`config.mk`:
```
export PLATFORM = sky130hd
export DESIGN_NAME = asym_fifo_read_wider_flat
export DESIGN_NICKNAME = d
export VERILOG_FILES = /design/src/rtl/asym_fifo_read_wider_if.sv /design/src/rtl/asym_fifo_read_wider.sv /design/src/flat_wrapper.sv
export SDC_FILE = /design/constraint.sdc
export NUM_CORES = 2
export LEC_CHECK = 0
export BUFFER_PORTS_ARGS = -buffer_cell sky130_fd_sc_hd__buf_4
export CAP_MARGIN = 10
export CORE_UTILIZATION = 45
export CTS_BUF_LIST = sky130_fd_sc_hd__clkbuf_8
export DETAILED_ROUTE_END_ITERATION = 7
export PLACE_DENSITY = 0.67
export REMOVE_ABC_BUFFERS = 1
export SLEW_MARGIN = 20
export SYNTH_ARGS = -nofsm -noshare
export SYNTH_HDL_FRONTEND = slang
export SYNTH_SLANG_ARGS = --single-unit
```
`constraint.sdc`:
```
create_clock -name clk -period 8.7 [get_ports clk]
set_clock_uncertainty 0.1 [all_clocks]
set_input_delay 2.61 -clock clk [delete_from_list [all_inputs] [get_ports clk]]
set_output_delay 2.61 -clock clk [all_outputs]
set_load 0.01 [all_outputs]
```
`src/rtl/asym_fifo_read_wider_if.sv`:
```
// Bus bundle for the asymmetric FIFO: narrow write side, wide read side,
// occupancy and error flags. The master drives requests; the FIFO is the slave.
interface asym_fifo_read_wider_if #(
  parameter int AW  = 10,
  parameter int DWW = 4,
  parameter int DWR = 16
);
  logic           wr_en;
  logic [DWW-1:0] wr_data;
  logic           full;
  logic           rd_en;
  logic [DWR-1:0] rd_data;
  logic           rd_valid;
  logic           empty;
  logic [AW:0]    count;
  logic           overflow;
  logic           underflow;

  modport master (
    output wr_en, wr_data, rd_en,
    input  full, rd_data, rd_valid, empty, count, overflow, underflow
  );

  modport slave (
    input  wr_en, wr_data, rd_en,
    output full, rd_data, rd_valid, empty, count, overflow, underflow
  );
endinterface

```
`src/rtl/asym_fifo_read_wider.sv`:
```
// Single-clock FIFO that accepts DWW-bit words and releases DWR-bit words,
// RATIO = DWR/DWW narrow words per read, little-endian lane order.
// Optional feature macro: ASYM_FIFO_ERR_FLAGS_EN enables sticky
// overflow/underflow flags; without it both flags are tied to 0.
module asym_fifo_read_wider #(
  parameter int AW  = 10,
  parameter int DWW = 4,
  parameter int DWR = 16
) (
  input logic                    clk,
  input logic                    rst_n,
  asym_fifo_read_wider_if.slave  bus
);
  localparam int DEPTH = 1 << AW;
  localparam int RATIO = DWR / DWW;

  logic [DWW-1:0] mem [DEPTH];
  logic [AW-1:0]  wr_ptr;
  logic [AW-1:0]  rd_ptr;
  logic [AW:0]    count_q;
  logic [DWR-1:0] rd_word;
  logic [DWR-1:0] rd_data_q;
  logic           rd_valid_q;
  logic           full_w;
  logic           empty_w;
  logic           wr_acc;
  logic           rd_acc;

  // A read needs a whole wide word available; a write is refused only when
  // every narrow slot is occupied, so a full FIFO still serves reads.
  assign full_w  = (count_q == (AW+1)'(DEPTH));
  assign empty_w = (count_q < (AW+1)'(RATIO));
  assign wr_acc  = bus.wr_en && !full_w;
  assign rd_acc  = bus.rd_en && !empty_w;

  // Gather RATIO consecutive narrow words; rd_ptr is RATIO-aligned so OR-ing
  // the lane index never carries and the group never straddles the wrap.
  always_comb begin
    rd_word = '0;
    for (int k = 0; k < RATIO; k++) begin
      rd_word[k*DWW +: DWW] = mem[rd_ptr | AW'(k)];
    end
  end

  // Storage write; an accepted write only ever lands in the free region.
  always_ff @(posedge clk) begin
    if (rst_n && wr_acc) begin
      mem[wr_ptr] <= bus.wr_data;
    end
  end

  // Pointer and occupancy bookkeeping, simultaneous push/pop in one step.
  always_ff @(posedge clk) begin
    if (!rst_n) begin
      wr_ptr  <= '0;
      rd_ptr  <= '0;
      count_q <= '0;
    end else begin
      if (wr_acc) begin
        wr_ptr <= wr_ptr + AW'(1);
      end
      if (rd_acc) begin
        rd_ptr <= rd_ptr + AW'(RATIO);
      end
      count_q <= count_q + (AW+1)'(wr_acc) - (rd_acc ? (AW+1)'(RATIO) : '0);
    end
  end

  // Registered read port: data and valid pulse one cycle after acceptance.
  always_ff @(posedge clk) begin
    if (!rst_n) begin
      rd_valid_q <= 1'b0;
      rd_data_q  <= '0;
    end else begin
      rd_valid_q <= rd_acc;
      if (rd_acc) begin
        rd_data_q <= rd_word;
      end
    end
  end

`ifdef ASYM_FIFO_ERR_FLAGS_EN
  logic overflow_q;
  logic underflow_q;

  // Sticky error flags for requests made against a full or empty FIFO.
  always_ff @(posedge clk) begin
    if (!rst_n) begin
      overflow_q  <= 1'b0;
      underflow_q <= 1'b0;
    end else begin
      if (bus.wr_en && full_w) begin
        overflow_q <= 1'b1;
      end
      if (bus.rd_en && empty_w) begin
        underflow_q <= 1'b1;
      end
    end
  end

  assign bus.overflow  = overflow_q;
  assign bus.underflow = underflow_q;
`else
  assign bus.overflow  = 1'b0;
  assign bus.underflow = 1'b0;
`endif

  assign bus.full     = full_w;
  assign bus.empty    = empty_w;
  assign bus.count    = count_q;
  assign bus.rd_data  = rd_data_q;
  assign bus.rd_valid = rd_valid_q;
endmodule

```
`src/flat_wrapper.sv`:
```
// flat-port wrapper written by rule: the top's interface ports become plain ports
module asym_fifo_read_wider_flat 
#(
  parameter int AW  = 10,
  parameter int DWW = 4,
  parameter int DWR = 16
)
  (clk, rst_n, bus_wr_en, bus_wr_data, bus_rd_en, bus_full, bus_rd_data, bus_rd_valid, bus_empty, bus_count, bus_overflow, bus_underflow);
  asym_fifo_read_wider_if #(.AW(AW), .DWW(DWW), .DWR(DWR)) bus_i ();
  input logic clk;
  input logic rst_n;
  input wire logic [$bits(bus_i.wr_en)-1:0] bus_wr_en;
  input wire logic [$bits(bus_i.wr_data)-1:0] bus_wr_data;
  input wire logic [$bits(bus_i.rd_en)-1:0] bus_rd_en;
  output wire logic [$bits(bus_i.full)-1:0] bus_full;
  output wire logic [$bits(bus_i.rd_data)-1:0] bus_rd_data;
  output wire logic [$bits(bus_i.rd_valid)-1:0] bus_rd_valid;
  output wire logic [$bits(bus_i.empty)-1:0] bus_empty;
  output wire logic [$bits(bus_i.count)-1:0] bus_count;
  output wire logic [$bits(bus_i.overflow)-1:0] bus_overflow;
  output wire logic [$bits(bus_i.underflow)-1:0] bus_underflow;
  assign bus_i.wr_en = bus_wr_en;
  assign bus_i.wr_data = bus_wr_data;
  assign bus_i.rd_en = bus_rd_en;
  assign bus_full = bus_i.full;
  assign bus_rd_data = bus_i.rd_data;
  assign bus_rd_valid = bus_i.rd_valid;
  assign bus_empty = bus_i.empty;
  assign bus_count = bus_i.count;
  assign bus_overflow = bus_i.overflow;
  assign bus_underflow = bus_i.underflow;
  asym_fifo_read_wider #(.AW(AW), .DWW(DWW), .DWR(DWR)) u_core (.clk(clk), .rst_n(rst_n), .bus(bus_i));
endmodule
```
==> flow_metrics.py <==
metrics = {
    "sta": {
        "timing.final.crit_share_pct": 65.3,
        "final_period_minus_worst_setup_slack_ns": 5.68,
        "final_hold_violations": 0,
        "slew_headroom_pct": 15.6,
        "timing.final.setup_violations": 0,
        "rsz0062_at_grt": "no",
        "max_freq_mhz": 176,
        "max_slew.worst_pin.slew_ns": 1.27,
        "finalMaxSlewViolations": 0,
        "hold-worst-slack_ns": 0.445,
        "setup_total_negative_slack_ns": 0,
    },
    "critical_path": {
        "cp_data_arrival_time_ns": 2.97,
        "critPathLaunch": "u_core.bus.count[5]$_SDFF_PN0_",
        "worst_setup_path_start_kind": "register",
        "critical_path.reg2reg.endpoint": "u_core.bus.rd_data[13]$_SDFFE_PN0P_",
        "timing.critical_path.to": "bus_empty",
        "timing.reg2reg.worst_path_depth": 9,
        "worstSetupPathType": "reg2out",
        "startpoint_of_the_worst_slack_reg_to_reg_timing_path": "u_core.rd_ptr[2]$_SDFFE_PN0P_",
        "critical_path_required_ns": 5.99,
        "endpoint_kind_of_the_worst_setup_timing_path": "primary output",
        "critical_path_fanouts_max": 4,
        "setup.reg_to_reg.worst_slack_ns": 3.58,
    },
    "synthesis": {
        "yosys_warnings": 0,
        "synth_enable_flop_cells": 4096,
        "async_reset_ff_share_pct": 0,
        "synth_cells": 8356,
        "synth_area_mm2": 0.164,
        "synth_area_leaders": "sky130_fd_sc_hd__edfxtp_1 (75%), sky130_fd_sc_hd__mux4_2 (12%), sky130_fd_sc_hd__nor2_1 (2.5%), sky130_fd_sc_hd__mux2i_1 (2.3%), sky130_fd_sc_hd__clkbuf_1 (0.69%)",
        "ys_types": 84,
        "synth_ff_type": "sky130_fd_sc_hd__edfxtp_1",
        "post_synthesis_sequential_area_ratio_pct": 75.7,
        "yosys.area.top_type": "sky130_fd_sc_hd__edfxtp_1",
        "synth_top_area_share_pct": 75.1,
        "syn_avg_cell_area_um2": 19.6,
        "ys_ff_latch": 4142,
    },
    "finish": {
        "layout.cells.most_common": "sky130_fd_sc_hd__edfxtp_1",
        "nets": 8687,
        "layout_common_cells": "sky130_fd_sc_hd__edfxtp_1 (4,096), sky130_fd_sc_hd__nor2_1 (1,101), sky130_fd_sc_hd__mux4_2 (901), sky130_fd_sc_hd__clkbuf_8 (657), sky130_fd_sc_hd__mux2i_1 (383)",
        "drive_above_1_share_pct": 22.7,
        "area_growth_syn_to_layout_pct": 10.6,
    },
    "place": {
        "portBuffers": 37,
        "dp_hpwl_mm": 264,
        "place.gp.congestion": 0.876,
    },
    "hold_path": {
        "holdCritPathClass": "reg2reg",
        "whs_path_depth": 2,
    },
    "global_route": {
        "initial_antenna_violation_count": 26,
        "all_layer_gr_usage_pct": 24.5,
        "grt-ovfl-total": 0,
        "number_of_global_route_vias_before_repair": 87931,
        "maximum_number_of_pins_on_one_net_before_global_route_repair": 227,
        "grt_first_pass_wirelength_mm": 642,
    },
    "clock_network": {
        "tritoncts": "yes",
        "clkSlewWorstSetupHoldPaths_ns": 0.07,
        "cts.hold.buffers_added": 0,
        "cts_root_buffer": "sky130_fd_sc_hd__clkbuf_8",
        "cts_inserted_buffers": 642,
        "htree_levels": 6,
        "cts.path.max_buffers": 4,
        "post_cts.resized_instances": 0,
        "cts_setup_buffers": 0,
        "clock-sinks": 4142,
        "clock_insertion_delay_worst_skew_ns": 1.22,
    },
    "power": {
        "power_density_mw_per_mm2": 253,
        "static-leakage-power_uw": 0.0550,
        "vdd_drop_max_mv": 0.218,
    },
    "detailed_routing": {
        "route.detailed.drc": 0,
        "drt-wirelength-per-cell_um": 32.5,
        "detail_route.first_pass.iterations": 6,
        "drt_iter0_drc": 12448,
        "wire_length_after_detailed_routing_mm": 454,
        "viasPerCell": 6.21,
        "postRouteAntennaNets": 0,
        "dr_total_vias": 86810,
    },
    "floorplan": {
        "initial_utilization_pct": 45.2,
        "fp.dieW_um": 605,
        "design.core.area_mm2": 0.362,
        "die_y_um": 605,
        "num_rows": 221,
        "area_enclosed_by_the_die_boundary_mm2": 0.366,
        "io-pin-count": 40,
    },
    "run": {
        "number_of_violations_of_the_max_capacitance_limit": 0,
    },
    "run_status": {
        "outcome": "finished, final reports clean",
    },
}
## state kept, by name (all words and copies together) (netlist names)
| name | cells |
|---|---|
| u_core.wr_ptr | 10 |
| u_core.mem | 4096 |
| u_core.bus.count | 11 |
| u_core.rd_ptr | 8 |
| u_core.bus.rd_valid | 1 |
| u_core.bus.rd_data | 16 |
## critical path: stages (launching register included)
cell                       delay (ns)
sky130_fd_sc_hd__dfxtp_1         0.38
sky130_fd_sc_hd__inv_1           0.12
sky130_fd_sc_hd__ha_1            0.20
sky130_fd_sc_hd__a21boi_0        0.19
sky130_fd_sc_hd__o21ai_1         0.13
sky130_fd_sc_hd__buf_4           0.22
sky130_fd_sc_hd__inv_1           0.32
sky130_fd_sc_hd__buf_4           0.21
## worst min path at each step
stage | startpoint | end
2_1_floorplan | u_core.wr_ptr[9]$_SDFFE_PN0P_ | u_core.wr_ptr[9]$_SDFFE_PN0P_
3_3_place_gp | u_core.wr_ptr[9]$_SDFFE_PN0P_ | u_core.wr_ptr[9]$_SDFFE_PN0P_
3_5_place_dp | u_core.wr_ptr[9]$_SDFFE_PN0P_ | u_core.wr_ptr[9]$_SDFFE_PN0P_
4_1_cts | u_core.wr_ptr[9]$_SDFFE_PN0P_ | u_core.wr_ptr[9]$_SDFFE_PN0P_
5_1_grt | u_core.wr_ptr[9]$_SDFFE_PN0P_ | u_core.wr_ptr[9]$_SDFFE_PN0P_
6_report | u_core.wr_ptr[9]$_SDFFE_PN0P_ | u_core.wr_ptr[9]$_SDFFE_PN0P_
## cell usage after synthesis, types with 9 or more instances
| cell type | count |
|---|---|
| sky130_fd_sc_hd__nand2b_1 | 10 |
| sky130_fd_sc_hd__a211oi_1 | 24 |
| sky130_fd_sc_hd__ha_1 | 28 |
| sky130_fd_sc_hd__a2111oi_0 | 9 |
| sky130_fd_sc_hd__mux2i_1 | 383 |
| sky130_fd_sc_hd__nor2b_1 | 23 |
| sky130_fd_sc_hd__a211o_1 | 11 |
| sky130_fd_sc_hd__a221o_1 | 13 |
| sky130_fd_sc_hd__o221ai_1 | 50 |
| sky130_fd_sc_hd__buf_2 | 145 |
| sky130_fd_sc_hd__buf_6 | 66 |
| sky130_fd_sc_hd__clkbuf_1 | 303 |
| sky130_fd_sc_hd__nand4_1 | 15 |
| sky130_fd_sc_hd__buf_4 | 44 |
| sky130_fd_sc_hd__xnor2_1 | 14 |
| sky130_fd_sc_hd__a21oi_1 | 136 |
| sky130_fd_sc_hd__o21ai_0 | 74 |
| sky130_fd_sc_hd__o211ai_1 | 20 |
| sky130_fd_sc_hd__a221oi_1 | 77 |
| sky130_fd_sc_hd__nand3_1 | 42 |
| sky130_fd_sc_hd__and3_1 | 11 |
| sky130_fd_sc_hd__nor3_1 | 16 |
| sky130_fd_sc_hd__dfxtp_1 | 46 |
| sky130_fd_sc_hd__buf_1 | 25 |
| sky130_fd_sc_hd__a22o_1 | 24 |
| sky130_fd_sc_hd__nand2_1 | 186 |
| sky130_fd_sc_hd__inv_1 | 21 |
| sky130_fd_sc_hd__a22oi_1 | 133 |
| sky130_fd_sc_hd__o22ai_1 | 55 |
| sky130_fd_sc_hd__nor4_1 | 11 |
| sky130_fd_sc_hd__buf_12 | 9 |
| sky130_fd_sc_hd__nor3b_1 | 9 |
| sky130_fd_sc_hd__a21o_1 | 21 |
| sky130_fd_sc_hd__mux4_2 | 901 |
| sky130_fd_sc_hd__nor2_1 | 1109 |
| sky130_fd_sc_hd__and2_1 | 13 |
| sky130_fd_sc_hd__mux2_2 | 23 |
| sky130_fd_sc_hd__edfxtp_1 | 4096 |
| sky130_fd_sc_hd__a222oi_1 | 16 |
## kinds of logic (layout without fill, tap and decap cells)
group                    count (synthesis)  after routing  synth area share (%)
AO/OA/AOI/OAI                          749            749                  3.31
adder cells (fa/ha/maj)                 28             28                 0.214
multiplexers                          1307           1307                  14.9
AND/OR/NAND/NOR                       1483           1483                  3.69
buffers and inverters                  625           1428                  2.09
XOR/XNOR                                21             21                 0.112
flip-flops                            4142           4142                  75.7
other                                    1             20               0.00229
## report_power, final
group          internal, uW  switching [uW]
sequential            22000             190
clock                  7690            7640
combinational          3920            4300
total                 33600           12100
## routing by layer
layer,vias up,wire [um],GRT usage (%)
met1,45258,168000,32.5
met3,961,49700,5.51
met5,-,191,0
met4,10,20100,10.8
met2,5849,216000,39.0
li1,34732,-,-
## layout make-up
type                    count  area [um^2]
diodes                     18         45.0
clock buffers             657         9040
clock inverters           496         2810
fillers                 28536       181000
inverters                  25          103
multi-input cells        3590        36700
flip-flops and latches   4142       124000
well taps                4794         6000
repair buffers            250         2360
## metrics by stage
stage / util (%) / setup WS (ns) / total power, uW / instances / area (um^2)
after detailed placement: 46.7 / 2.45 / 30800 / 12800 / 169000
after global placement: 46.7 / 2.31 / 30800 / 12800 / 169000
after global routing: 50.0 / 2.88 / 47100 / 13957 / 181000
after floorplan: - / -44.99 / 29400 / 7757 / 160000
after CTS: 50.0 / 2.92 / 45900 / 13953 / 181000
final: 50.0 / 3.02 / 45700 / 13972 / 181000
Power figures use the tool's default switching activity.
